File: src/rtl/eth_gt_link_ctrl.sv
// Ethernet GT link bring-up controller.
// Sequences a multi-lane transceiver through reset, waits for per-lane reset
// done and PHY block lock, supervises the link while up, and retries bring-up
// on timeouts until a retry limit parks the link in FAIL.
module eth_gt_link_ctrl #(
    parameter int NUM_LANES    = 4,
    parameter int RESET_CYCLES = 1024,
    parameter int TIMER_WIDTH  = 24,
    parameter int LOCK_TIMEOUT = 1000000,
    parameter int MAX_RETRIES  = 3,
    parameter int DROP_CYCLES  = 16
) (
    input  logic                 clk,
    input  logic                 resetn,
    input  logic                 pll_locked,
    input  logic [NUM_LANES-1:0] lane_enable,
    input  logic                 force_reset,
    input  logic [NUM_LANES-1:0] gt_tx_done,
    input  logic [NUM_LANES-1:0] gt_rx_done,
    input  logic [NUM_LANES-1:0] rx_block_lock,
    output logic                 gt_reset_all,
    output logic [NUM_LANES-1:0] lane_up,
    output logic                 link_up,
    output logic                 link_fail,
    output logic [2:0]           state,
    output logic [3:0]           retry_count,
    output logic [15:0]          drop_count
);

    typedef enum logic [2:0] {
        ST_IDLE      = 3'd0,
        ST_RESET     = 3'd1,
        ST_WAIT_DONE = 3'd2,
        ST_WAIT_LOCK = 3'd3,
        ST_UP        = 3'd4,
        ST_FAIL      = 3'd5
    } state_t;

    localparam logic [TIMER_WIDTH-1:0] TIMER_ONE  = TIMER_WIDTH'(1);
    localparam logic [TIMER_WIDTH-1:0] RESET_LAST = TIMER_WIDTH'(RESET_CYCLES - 1);
    localparam logic [TIMER_WIDTH-1:0] LOCK_LAST  = TIMER_WIDTH'(LOCK_TIMEOUT - 1);
    localparam logic [TIMER_WIDTH-1:0] DROP_LAST  = TIMER_WIDTH'(DROP_CYCLES - 1);
    localparam logic [3:0]             RETRY_MAX  = 4'(MAX_RETRIES);

    state_t                 state_q, state_d;
    logic [TIMER_WIDTH-1:0] timer_q, timer_d;
    logic [TIMER_WIDTH-1:0] loss_q, loss_d;
    logic [3:0]             retry_q, retry_d;
    logic [15:0]            drop_q, drop_d;

    // Two-flop synchroniser stages for the asynchronous lane status inputs
    logic [NUM_LANES-1:0]   tx_done_p0, tx_done_p1;
    logic [NUM_LANES-1:0]   rx_done_p0, rx_done_p1;
    logic [NUM_LANES-1:0]   lock_p0, lock_p1;

    logic                   all_done;
    logic                   all_good;
    logic [3:0]             retry_inc;

    // Disabled lanes are treated as always satisfied
    assign all_done  = &(~lane_enable | (tx_done_p1 & rx_done_p1));
    assign all_good  = &(~lane_enable | (tx_done_p1 & rx_done_p1 & lock_p1));
    assign retry_inc = retry_q + 4'd1;

    // Bring lane status into the clk domain through two flops
    always_ff @(posedge clk) begin
        if (!resetn) begin
            tx_done_p0 <= '0;
            tx_done_p1 <= '0;
            rx_done_p0 <= '0;
            rx_done_p1 <= '0;
            lock_p0    <= '0;
            lock_p1    <= '0;
        end else begin
            tx_done_p0 <= gt_tx_done;
            tx_done_p1 <= tx_done_p0;
            rx_done_p0 <= gt_rx_done;
            rx_done_p1 <= rx_done_p0;
            lock_p0    <= rx_block_lock;
            lock_p1    <= lock_p0;
        end
    end

    // Next-state, timer, loss counter and retry/drop bookkeeping
    always_comb begin
        state_d = state_q;
        timer_d = '0;
        loss_d  = '0;
        retry_d = retry_q;
        drop_d  = drop_q;
        if (!pll_locked) begin
            // Losing the clock source overrides everything else
            state_d = ST_IDLE;
        end else if (force_reset && (state_q != ST_IDLE)) begin
            state_d = ST_RESET;
            retry_d = '0;
        end else begin
            case (state_q)
                ST_IDLE: begin
                    if (lane_enable != '0) state_d = ST_RESET;
                end
                ST_RESET: begin
                    if (timer_q == RESET_LAST) state_d = ST_WAIT_DONE;
                    else                       timer_d = timer_q + TIMER_ONE;
                end
                ST_WAIT_DONE: begin
                    // A satisfied exit condition beats a coincident timeout
                    if (all_done) begin
                        state_d = ST_WAIT_LOCK;
                    end else if (timer_q == LOCK_LAST) begin
                        retry_d = retry_inc;
                        state_d = (retry_inc == RETRY_MAX) ? ST_FAIL : ST_RESET;
                    end else begin
                        timer_d = timer_q + TIMER_ONE;
                    end
                end
                ST_WAIT_LOCK: begin
                    if (all_good) begin
                        state_d = ST_UP;
                        retry_d = '0;
                    end else if (timer_q == LOCK_LAST) begin
                        retry_d = retry_inc;
                        state_d = (retry_inc == RETRY_MAX) ? ST_FAIL : ST_RESET;
                    end else begin
                        timer_d = timer_q + TIMER_ONE;
                    end
                end
                ST_UP: begin
                    if (!all_good) begin
                        if (loss_q == DROP_LAST) begin
                            state_d = ST_RESET;
                            if (drop_q != 16'hFFFF) drop_d = drop_q + 16'd1;
                        end else begin
                            loss_d = loss_q + TIMER_ONE;
                        end
                    end
                end
                ST_FAIL: begin
                    state_d = ST_FAIL;
                end
                default: begin
                    state_d = ST_IDLE;
                end
            endcase
        end
    end

    // State register
    always_ff @(posedge clk) begin
        if (!resetn) state_q <= ST_IDLE;
        else         state_q <= state_d;
    end

    // Timer, loss counter and link statistics registers
    always_ff @(posedge clk) begin
        if (!resetn) begin
            timer_q <= '0;
            loss_q  <= '0;
            retry_q <= '0;
            drop_q  <= '0;
        end else begin
            timer_q <= timer_d;
            loss_q  <= loss_d;
            retry_q <= retry_d;
            drop_q  <= drop_d;
        end
    end

    // Status outputs registered alongside the state so they track it exactly
    always_ff @(posedge clk) begin
        if (!resetn) begin
            gt_reset_all <= 1'b1;
            link_up      <= 1'b0;
            link_fail    <= 1'b0;
            lane_up      <= '0;
        end else begin
            gt_reset_all <= (state_d == ST_IDLE) || (state_d == ST_RESET) ||
                            (state_d == ST_FAIL);
            link_up      <= (state_d == ST_UP);
            link_fail    <= (state_d == ST_FAIL);
            lane_up      <= lane_enable & tx_done_p1 & rx_done_p1 & lock_p1;
        end
    end

    assign state       = state_q;
    assign retry_count = retry_q;
    assign drop_count  = drop_q;

endmodule
File: config.mk
export PLATFORM = sky130hd
export DESIGN_NAME = eth_gt_link_ctrl
export DESIGN_NICKNAME = d
export VERILOG_FILES = /design/src/rtl/eth_gt_link_ctrl.sv
export SDC_FILE = /design/constraint.sdc
export NUM_CORES = 1
export LEC_CHECK = 0
export ABC_AREA = 1
export BUFFER_PORTS_ARGS = -buffer_cell sky130_fd_sc_hd__buf_2
export CAP_MARGIN = 20
export CELL_PAD_IN_SITES_DETAIL_PLACEMENT = 0
export CELL_PAD_IN_SITES_GLOBAL_PLACEMENT = 1
export CORE_ASPECT_RATIO = 0.6
export CORE_UTILIZATION = 42
export DETAILED_ROUTE_END_ITERATION = 10
export PLACE_DENSITY_LB_ADDON = 0.1
export SLEW_MARGIN = 20
export SYNTH_ARGS = -nofsm -noshare
export SYNTH_HDL_FRONTEND = slang
export SYNTH_SLANG_ARGS = --single-unit
File: constraint.sdc
create_clock -name clk -period 1.8 [get_ports clk]
set_input_delay 0.18 -clock clk [delete_from_list [all_inputs] [get_ports clk]]
set_output_delay 0.18 -clock clk [all_outputs]
set_load 0.05 [all_outputs]
Word level (Yosys, flattened, before mapping)
Cells that the tools add are included.
{"block": "totals", "regBits": 102, "inputBits": 20, "elab_cells": 81}
{"block": "classes", "addsub": 4, "eq_ne": 14, "muxes": 21, "bitwise_logic": 13, "n_reduce_logical": 14}
{"operator": "$mux 24", "n": 4}
{"operator": "$pmux 24 s3", "n": 1}
{"operator": "$add 24x1->24 const B", "n": 2}
{"operator": "$mux 3", "n": 10}
{"operator": "$eq 24x10->1 const B", "n": 1}
{"operator": "$eq 24x20->1 const B", "n": 1}
{"operator": "$eq 24x4->1 const B", "n": 1}
{"operator": "$and 4x4->4", "n": 5}
{"operator": "$pmux 3 s6", "n": 1}
{"operator": "$add 16x1->16 const B", "n": 1}
{"operator": "$mux 4", "n": 4}
{"operator": "$ne 16x16->1 const B", "n": 1}
{"operator": "$eq 3x3->1 const B", "n": 4}
{"operator": "$or 4x4->4", "n": 2}
{"operator": "$pmux 4 s2", "n": 1}
{"operator": "$reduce_and 4->1", "n": 2}
{"operator": "$eq 3x1->1 const B", "n": 2}
{"operator": "$eq 3x2->1 const B", "n": 2}
{"operator": "$logic_not 3->1", "n": 2}
{"operator": "$reduce_and 6->1", "n": 1}
{"operator": "$reduce_bool 3->1", "n": 2}
{"operator": "$reduce_or 6->1", "n": 1}
{"operator": "$not 1->1", "n": 5}
{"operator": "$add 4x1->4 const B", "n": 1}
{"operator": "other kinds (8)", "n": 9}

Depth between registers and ports, before layout
Gate-level depths: netlist of the first run.
{"block": "depth", "word_depth": 11, "mapped_depth": 13}

Least setup slack after synthesis of the first run
OpenSTA, ideal clock, no wires.
{"block": "synth_timing", "kind": "reg-to-reg", "startpoint": "reg drop_q[0] (netlist: drop_count[0])", "endpoint": "reg drop_q[5] (netlist: drop_count[5])", "arrival_time_ns": 1.993, "required_time_ns": 1.733, "path_slack_ns": -0.260, "path_stages_with_launch": 11, "cell_sequence": "dfxtp_1 -> ha_1 -> nand2_1 -> nor3b_4 -> nand2_2 -> nor2_4 -> a21oi_4 -> nand3_4 -> buf_6 -> nand2_1 -> a21oi_2"}
{"block": "synth_via", "elab_chain_cells": 2, "word_cells_on_any_way": 3, "classes_between": "add/sub (1); eq/ne (1); reduce/logical (1)"}
{"item": "start, declared", "line": "49", "source": "logic [15:0] drop_q, drop_d;"}
{"item": "start signal, assigned", "line": "165", "source": "drop_q <= drop_d;"}
{"item": "branches (longest 2 deep; another with $add 16x1->16)"}
Parallel ways; which one is timed is not known.
A chain may end at the register's enable or synchronous reset.

Worst setup path after layout of the first run
{"block": "layout_timing", "startpoint": "reg drop_q[0] (netlist: drop_count[0])", "endpoint": "reg drop_q[4] (netlist: drop_count[4])"}
Same word-level chain as after synthesis.

==> results of run 1 <==
## state kept, by name, indices dropped and copies added (netlist names)
name and flops:
drop_count 16, gt_reset_all 1, lane_up 4, link_fail 1
link_up 1, lock_p0 4, lock_p1 4, loss_q 24
retry_count 4, rx_done_p0 4, rx_done_p1 4, state 3
timer_q 24, tx_done_p0 4, tx_done_p1 4
## worst max-delay path, cell delays in order (launching register included)
cell     delay (ns)
dfxtp_4        0.37
ha_4           0.14
nand2_2        0.08
nor3b_4        0.25
nand2_2        0.11
nor2_4         0.15
a21oi_4        0.13
nand3_4        0.18
nand2_1        0.06
a21oi_1        0.16
## power by group through the flow
stage	combinational (W)	sequential, W	clock (W)
final	0.000148	0.00229	0.00194
after global routing	0.000168	0.00229	0.00208
after CTS	0.000146	0.00229	0.00201
after detailed placement	0.000143	0.00234	0
after global placement	0.000140	0.00234	0
after floorplan	0.0000835	0.00234	0
## Yosys cell counts (2+ instances only)
master    number  area, um2
nor2_2         4       25.0
a31oi_1        5       31.3
nand3_1       45        225
inv_1        111        417
clkbuf_1       6       22.5
buf_2          5       25.0
o21ai_0        9       45.0
dfxtp_1      102       2040
ha_1           5       62.6
buf_4          3       22.5
nand2_1      165        619
inv_2          7       26.3
a21oi_1       26        130
nor3_1        25        125
nor2_1       104        390
nand2_2        5       31.3
nor4_1         5       31.3
nand4_1       35        219
nor3b_1        4       30.0
xor2_1        24        210
xnor2_1        9       78.8
or2_2          2       12.5
nand3b_1       2       15.0
## metal layers
layer  vias to the layer above  global-route usage (%)  part of all wire [%]
met5                         -                       0                     0
met4                         0                    4.69                  0.91
met3                        11                    3.98                   4.8
met2                        84                    26.8                    40
met1                      2077                    29.8                    55
li1                       2448                       -                     -
## worst max path at each step
| stage | from | endpoint | slack, ns | cells past startpoint |
|---|---|---|---|---|
| after floorplan | state[1] | timer_q[10] | 0.01 | 9 |
| after global placement | timer_q[0] | timer_q[22] | 0.05 | 10 |
| after detailed placement | drop_count[0] | drop_count[4] | 0.004 | 9 |
| after CTS | drop_count[0] | drop_count[4] | -0.002 | 9 |
| after global routing | loss_q[1] | loss_q[16] | -0.04 | 8 |
| final | drop_count[0] | drop_count[4] | 0.08 | 9 |
## metrics by stage
stage	std cells	area, um2	power (W)
2_1_floorplan	723	5020	0.00243
3_3_place_gp	939	5570	0.00248
3_5_place_dp	939	5570	0.00248
4_1_cts	956	5890	0.00444
5_1_grt	963	6090	0.00454
6_report	963	6090	0.00437
## logic make-up (layout without fill, tap and decap cells)
logic type	after synthesis	in the layout	synth area share, %
and+or+nand+nor	401	402	35.8
DFF	102	102	40.8
xor gates and xnor gates	33	33	5.78
buffers and inverters	133	212	10.5
adders and majority gates	5	5	1.25
AOI/OAI and AO/OA	49	49	5.83
## layout make-up
cell class              count  share of cell area, %
multi-input cells         489                   42.2
flip-flops and latches    102                   33.9
repair buffers             78                   8.34
inverters                 118                   7.35
clock buffers               9                   3.70
well taps                 160                   3.29
clock inverters             7                   1.23
## timing repair
action | 4_1_cts | 5_1_grt
cloned | 0 | 2
endpoints found under the setup margin | 3 | 70
endpoints found under the hold margin | 1 | 0
setup buffers | 0 | 6
pin swaps | 1 | 12
gates resized for setup | 1 | 39
hold buffers | 1 | 0
==> flow_summary.json, run 1 <==
{
  "hold_viol_final": 0,
  "io_pins": 50,
  "cap_violations": 0,
  "ys_types": 38,
  "holdPathStages": 3,
  "drc_errors": 0,
  "maxSlewHeadroom_pct": 67.7,
  "synth-seq-cells": 102,
  "grt_max_degree": 27,
  "wl_um": 11600,
  "fillers": 1146,
  "cts_tree": "done",
  "async_reset_ff_share_pct": 0,
  "status": "finished clean",
  "floorplan.initialDensity_pct": 43.7,
  "post-dp-hpwl_um": 8570,
  "place_worst_setup_slack_ns": 0.00421,
  "rsz0062_at_grt": "yes",
  "power_switching_share_pct": 24.4,
  "post-route-period-util_pct": 95.6,
  "cp_data_required_time_ns": 2.06,
  "critPathKind": "flip-flop to flip-flop",
  "mostFrequentLayoutCell": "nand2_1",
  "setup_viol": 0,
  "p_switching_w": 0.00107,
  "path_clk_slew_ns": 0.08,
  "p_per_area_nw_per_um2": 718,
  "most-common-layout-cells": "161 x nand2_1, 109 x inv_1, 92 x nor2_1, 88 x dfxtp_1, 49 x buf_2",
  "insertedDiodeCount": 0,
  "cts_made_buffers": 9,
  "grt_first_pass_wirelength_um": 18800,
  "cts_max_level": 3,
  "synth_seq_area_share_pct": 40.8,
  "min_period_ns": 1.72,
  "setup_ws_ns": 0.0793,
  "hp-class": "input port to flip-flop",
  "fp-row-count": 30,
  "r2r_end": "drop_count[4]",
  "clk_latency_ns": 0.35,
  "ys.flop_type": "dfxtp_1",
  "ant_nets": 0,
  "vias": 4620,
  "globalplace.congestion": 0.887,
  "max_freq_ghz": 0.581,
  "vdd_drop_max_mv": 0.484,
  "die_x_um": 143,
  "internal-power_w": 0.00331,
  "core_um2": 11400,
  "clock_sinks": 102,
  "grt_pass1_vias": 3933,
  "holdPathEnd": "rx_done_p0[2]",
  "grt_overflow": 0,
  "drive_gt1_share_pct": 20.3,
  "area_growth_pct": 21.8,
  "crit_path_end_kind": "flip-flop",
  "hold_slack_ns": 0.00691,
  "portBuffers": 49,
  "yosysWarnings": 0,
  "regArea_um2": 2060,
  "drt-wirelength-per-cell_um": 12.0,
  "syn_area_um2": 5000,
  "die-area_um2": 12400,
  "syn_inst": 723,
  "antenna_found_initial": 0,
  "clock_power_share_pct": 44.4,
  "synth_edf_count": 0,
  "slew_violations": 0,
  "cts_root_buffer": "clkbuf_16",
  "fin_tns_setup_ns": 0,
  "multiInputGateArea_um2": 2570,
  "grt_usage_pct": 19.3,
  "drt_iter0_markers": 253,
  "p_seq_share_pct": 52.3,
  "reg2reg_slack_ns": 0.08,
  "finalClockSkew_ns": 0.00754,
  "synth_area_per_cell_um2": 6.92,
  "crit_arrival_ns": 1.98,
  "final_util_pct": 53.2,
  "critPathMaxFanout": 9,
  "min_from": "gt_rx_done[2]",
  "first_pass_iters": 4,
  "syn-num-nets": 748,
  "viasPerCell": 4.80,
  "worstMarginPinSlew_ns": 0.480,
  "pwr-share-comb_pct": 3.4,
  "power_leakage_nw": 2.78,
  "reg2regPathDepth": 9,
  "nets": 823,
  "startpoint_type": "flip-flop",
  "r2r-start": "drop_count[0]",
  "die_h_um": 86.5,
  "clock_path_buffers": 2
}
Note: power is estimated with default switching activity, not from simulation.
==> run 2, diff against run 1 <==
--- a/config.mk
+++ b/config.mk
@@ -10,7 +10,7 @@
 export CAP_MARGIN = 20
 export CELL_PAD_IN_SITES_DETAIL_PLACEMENT = 0
 export CELL_PAD_IN_SITES_GLOBAL_PLACEMENT = 1
-export CORE_ASPECT_RATIO = 0.6
+export CORE_ASPECT_RATIO = 0.8
 export CORE_UTILIZATION = 42
 export DETAILED_ROUTE_END_ITERATION = 10
 export PLACE_DENSITY_LB_ADDON = 0.1
==> run 2 against run 1 <==
  * Sequential cell count did not move
  * Global-route usage increased by 0.34 points
  * Via count is 0.13% lower
  * Setup slack gained 0.029 ns
  * Sequential share of layout area decreased by 0.070 points
  * Clock skew rose by 0.0027 ns
  * Register-to-register slack gained 0.03 ns
  * Utilization fell by 0.38 points
  * Power rose by 0.67%
  * Die area about the same
  * Non-clock buffer count unchanged
  * Largest cell class unchanged
  * Highest routed layer unchanged
==> flow_summary.json, run 2 (synthesized netlist as in run 1, its figures left out) <==
{
  "wl_um": 11600,
  "fp-row-count": 35,
  "post-route-period-util_pct": 94.0,
  "grt_max_degree": 27,
  "grt_pass1_vias": 4111,
  "area_growth_pct": 22.1,
  "critPathMaxFanout": 16,
  "cp_data_required_time_ns": 2.07,
  "die-area_um2": 12400,
  "nets": 823,
  "vias": 4614,
  "cap_violations": 0,
  "crit_arrival_ns": 1.96,
  "final_util_pct": 52.8,
  "first_pass_iters": 5,
  "cts_tree": "done",
  "portBuffers": 49,
  "grt_first_pass_wirelength_um": 19300,
  "globalplace.congestion": 0.842,
  "wl_met1_um": 5950,
  "drive_gt1_share_pct": 19.9,
  "drc_errors": 0,
  "antenna_found_initial": 0,
  "clk_latency_ns": 0.34,
  "min_period_ns": 1.69,
  "die_h_um": 99.6,
  "max_freq_ghz": 0.591,
  "wl_met3_um": 407,
  "cts_made_buffers": 9,
  "hold_slack_ns": 0.0110,
  "post-dp-hpwl_um": 8440,
  "cts_root_buffer": "clkbuf_16",
  "fillers": 1176,
  "status": "finished clean",
  "drt-wirelength-per-cell_um": 12.2,
  "core_um2": 11600,
  "power_leakage_nw": 2.79,
  "routed.top_layer": "met4",
  "ant_nets": 0,
  "floorplan.initialDensity_pct": 43.3,
  "vdd_drop_max_mv": 0.427,
  "critPathKind": "flip-flop to flip-flop",
  "maxSlewHeadroom_pct": 74.2,
  "mostFrequentLayoutCell": "nand2_1",
  "hold_viol_final": 0,
  "slew_violations": 0,
  "most-common-layout-cells": "159 x nand2_1, 110 x inv_1, 94 x nor2_1, 87 x dfxtp_1, 49 x buf_2",
  "insertedDiodeCount": 0,
  "crit_path_end_kind": "flip-flop",
  "finalClockSkew_ns": 0.0102,
  "dr_wl_met2_um": 5160,
  "viasPerCell": 4.85,
  "grt_usage_pct": 19.7,
  "drt_iter0_markers": 253,
  "clock_path_buffers": 2,
  "setup_viol": 0,
  "cts_max_level": 3,
  "path_clk_slew_ns": 0.08,
  "worstMarginPinSlew_ns": 0.385,
  "hp-class": "input port to flip-flop",
  "clock_sinks": 102,
  "io_pins": 50,
  "die_x_um": 124,
  "startpoint_type": "flip-flop",
  "grt_overflow": 0,
  "p_per_area_nw_per_um2": 721
}
[run 2: cell types whose count changed in the layout (fill, tap and decap cells not counted), sizes merged]
| cell | previous run | this run |
|---|---|---|
| buf | 76 | 74 |
| clkinv | 5 | 6 |
| dlygate4sd3 | 1 | 3 |
| inv | 120 | 119 |
[run 2: layout make-up]
class	instances	area (um2)	area share, %
Multi-Input combinational cell	489	2580	42.2
Sequential cell	102	2070	33.8
Timing Repair Buffer	78	513	8.40
Inverter	118	450	7.38
Clock buffer	9	225	3.69
Tap cell	148	185	3.03
Clock inverter	7	88.8	1.45
[run 2: path summary, 6_finish.rpt]
check	startpoint	end	slack [ns]	depth (start not counted)
setup reg to reg	drop_count[0]	drop_count[4]	0.11	9
hold / removal	rx_block_lock[0]	lock_p0[0]	0.01	3
hold reg to reg	rx_done_p0[1]	rx_done_p1[1]	0.42	2
setup / recovery	drop_count[0]	drop_count[4]	0.11	9
[run 2: timing repair]
| item | 4_1_cts | 5_1_grt |
|---|---|---|
| hold buffers | 3 | 0 |
| buffers inserted | 0 | 3 |
| endpoints found under the hold margin | 3 | 0 |
| resized for setup | 0 | 45 |
| setup endpoints to repair | 0 | 59 |
[run 2: critical path: stages, from the launching register on]
cell and delay (ns):
dfxtp_4 0.36, ha_1 0.21, nand2_1 0.14, nor3b_4 0.07, nand2_2 0.09, nor2_4 0.05, a21oi_4 0.25, buf_12 0.19
nand4_1 0.10, a21oi_2 0.15
[run 2: routing by layer]
layer | track usage [%] | vias up
li1 | - | 2444
met1 | 28.2 | 2089
met2 | 30.6 | 75
met3 | 3.78 | 6
met4 | 3.85 | 0
met5 | 0 | -
[run 2: stage by stage]
step	setup slack [ns]	area [um2]	TNS (ns)	std cells	total power [W]
3_3_place_gp	0.0999	5560	0	927	0.00248
6_report	0.109	6110	0	951	0.00440
3_5_place_dp	0.0463	5560	0	927	0.00248
4_1_cts	0.0303	5900	0	946	0.00447
2_1_floorplan	0.0129	5020	0	723	0.00243
5_1_grt	-0.0321	6110	-0.0595	951	0.00458
[run 2: where the power goes]
part	total, W	internal, W	switching (W)
combinational	0.000149	0.0000523	0.0000972
clock	0.00197	0.000999	0.000969
sequential	0.00229	0.00228	0.00000930
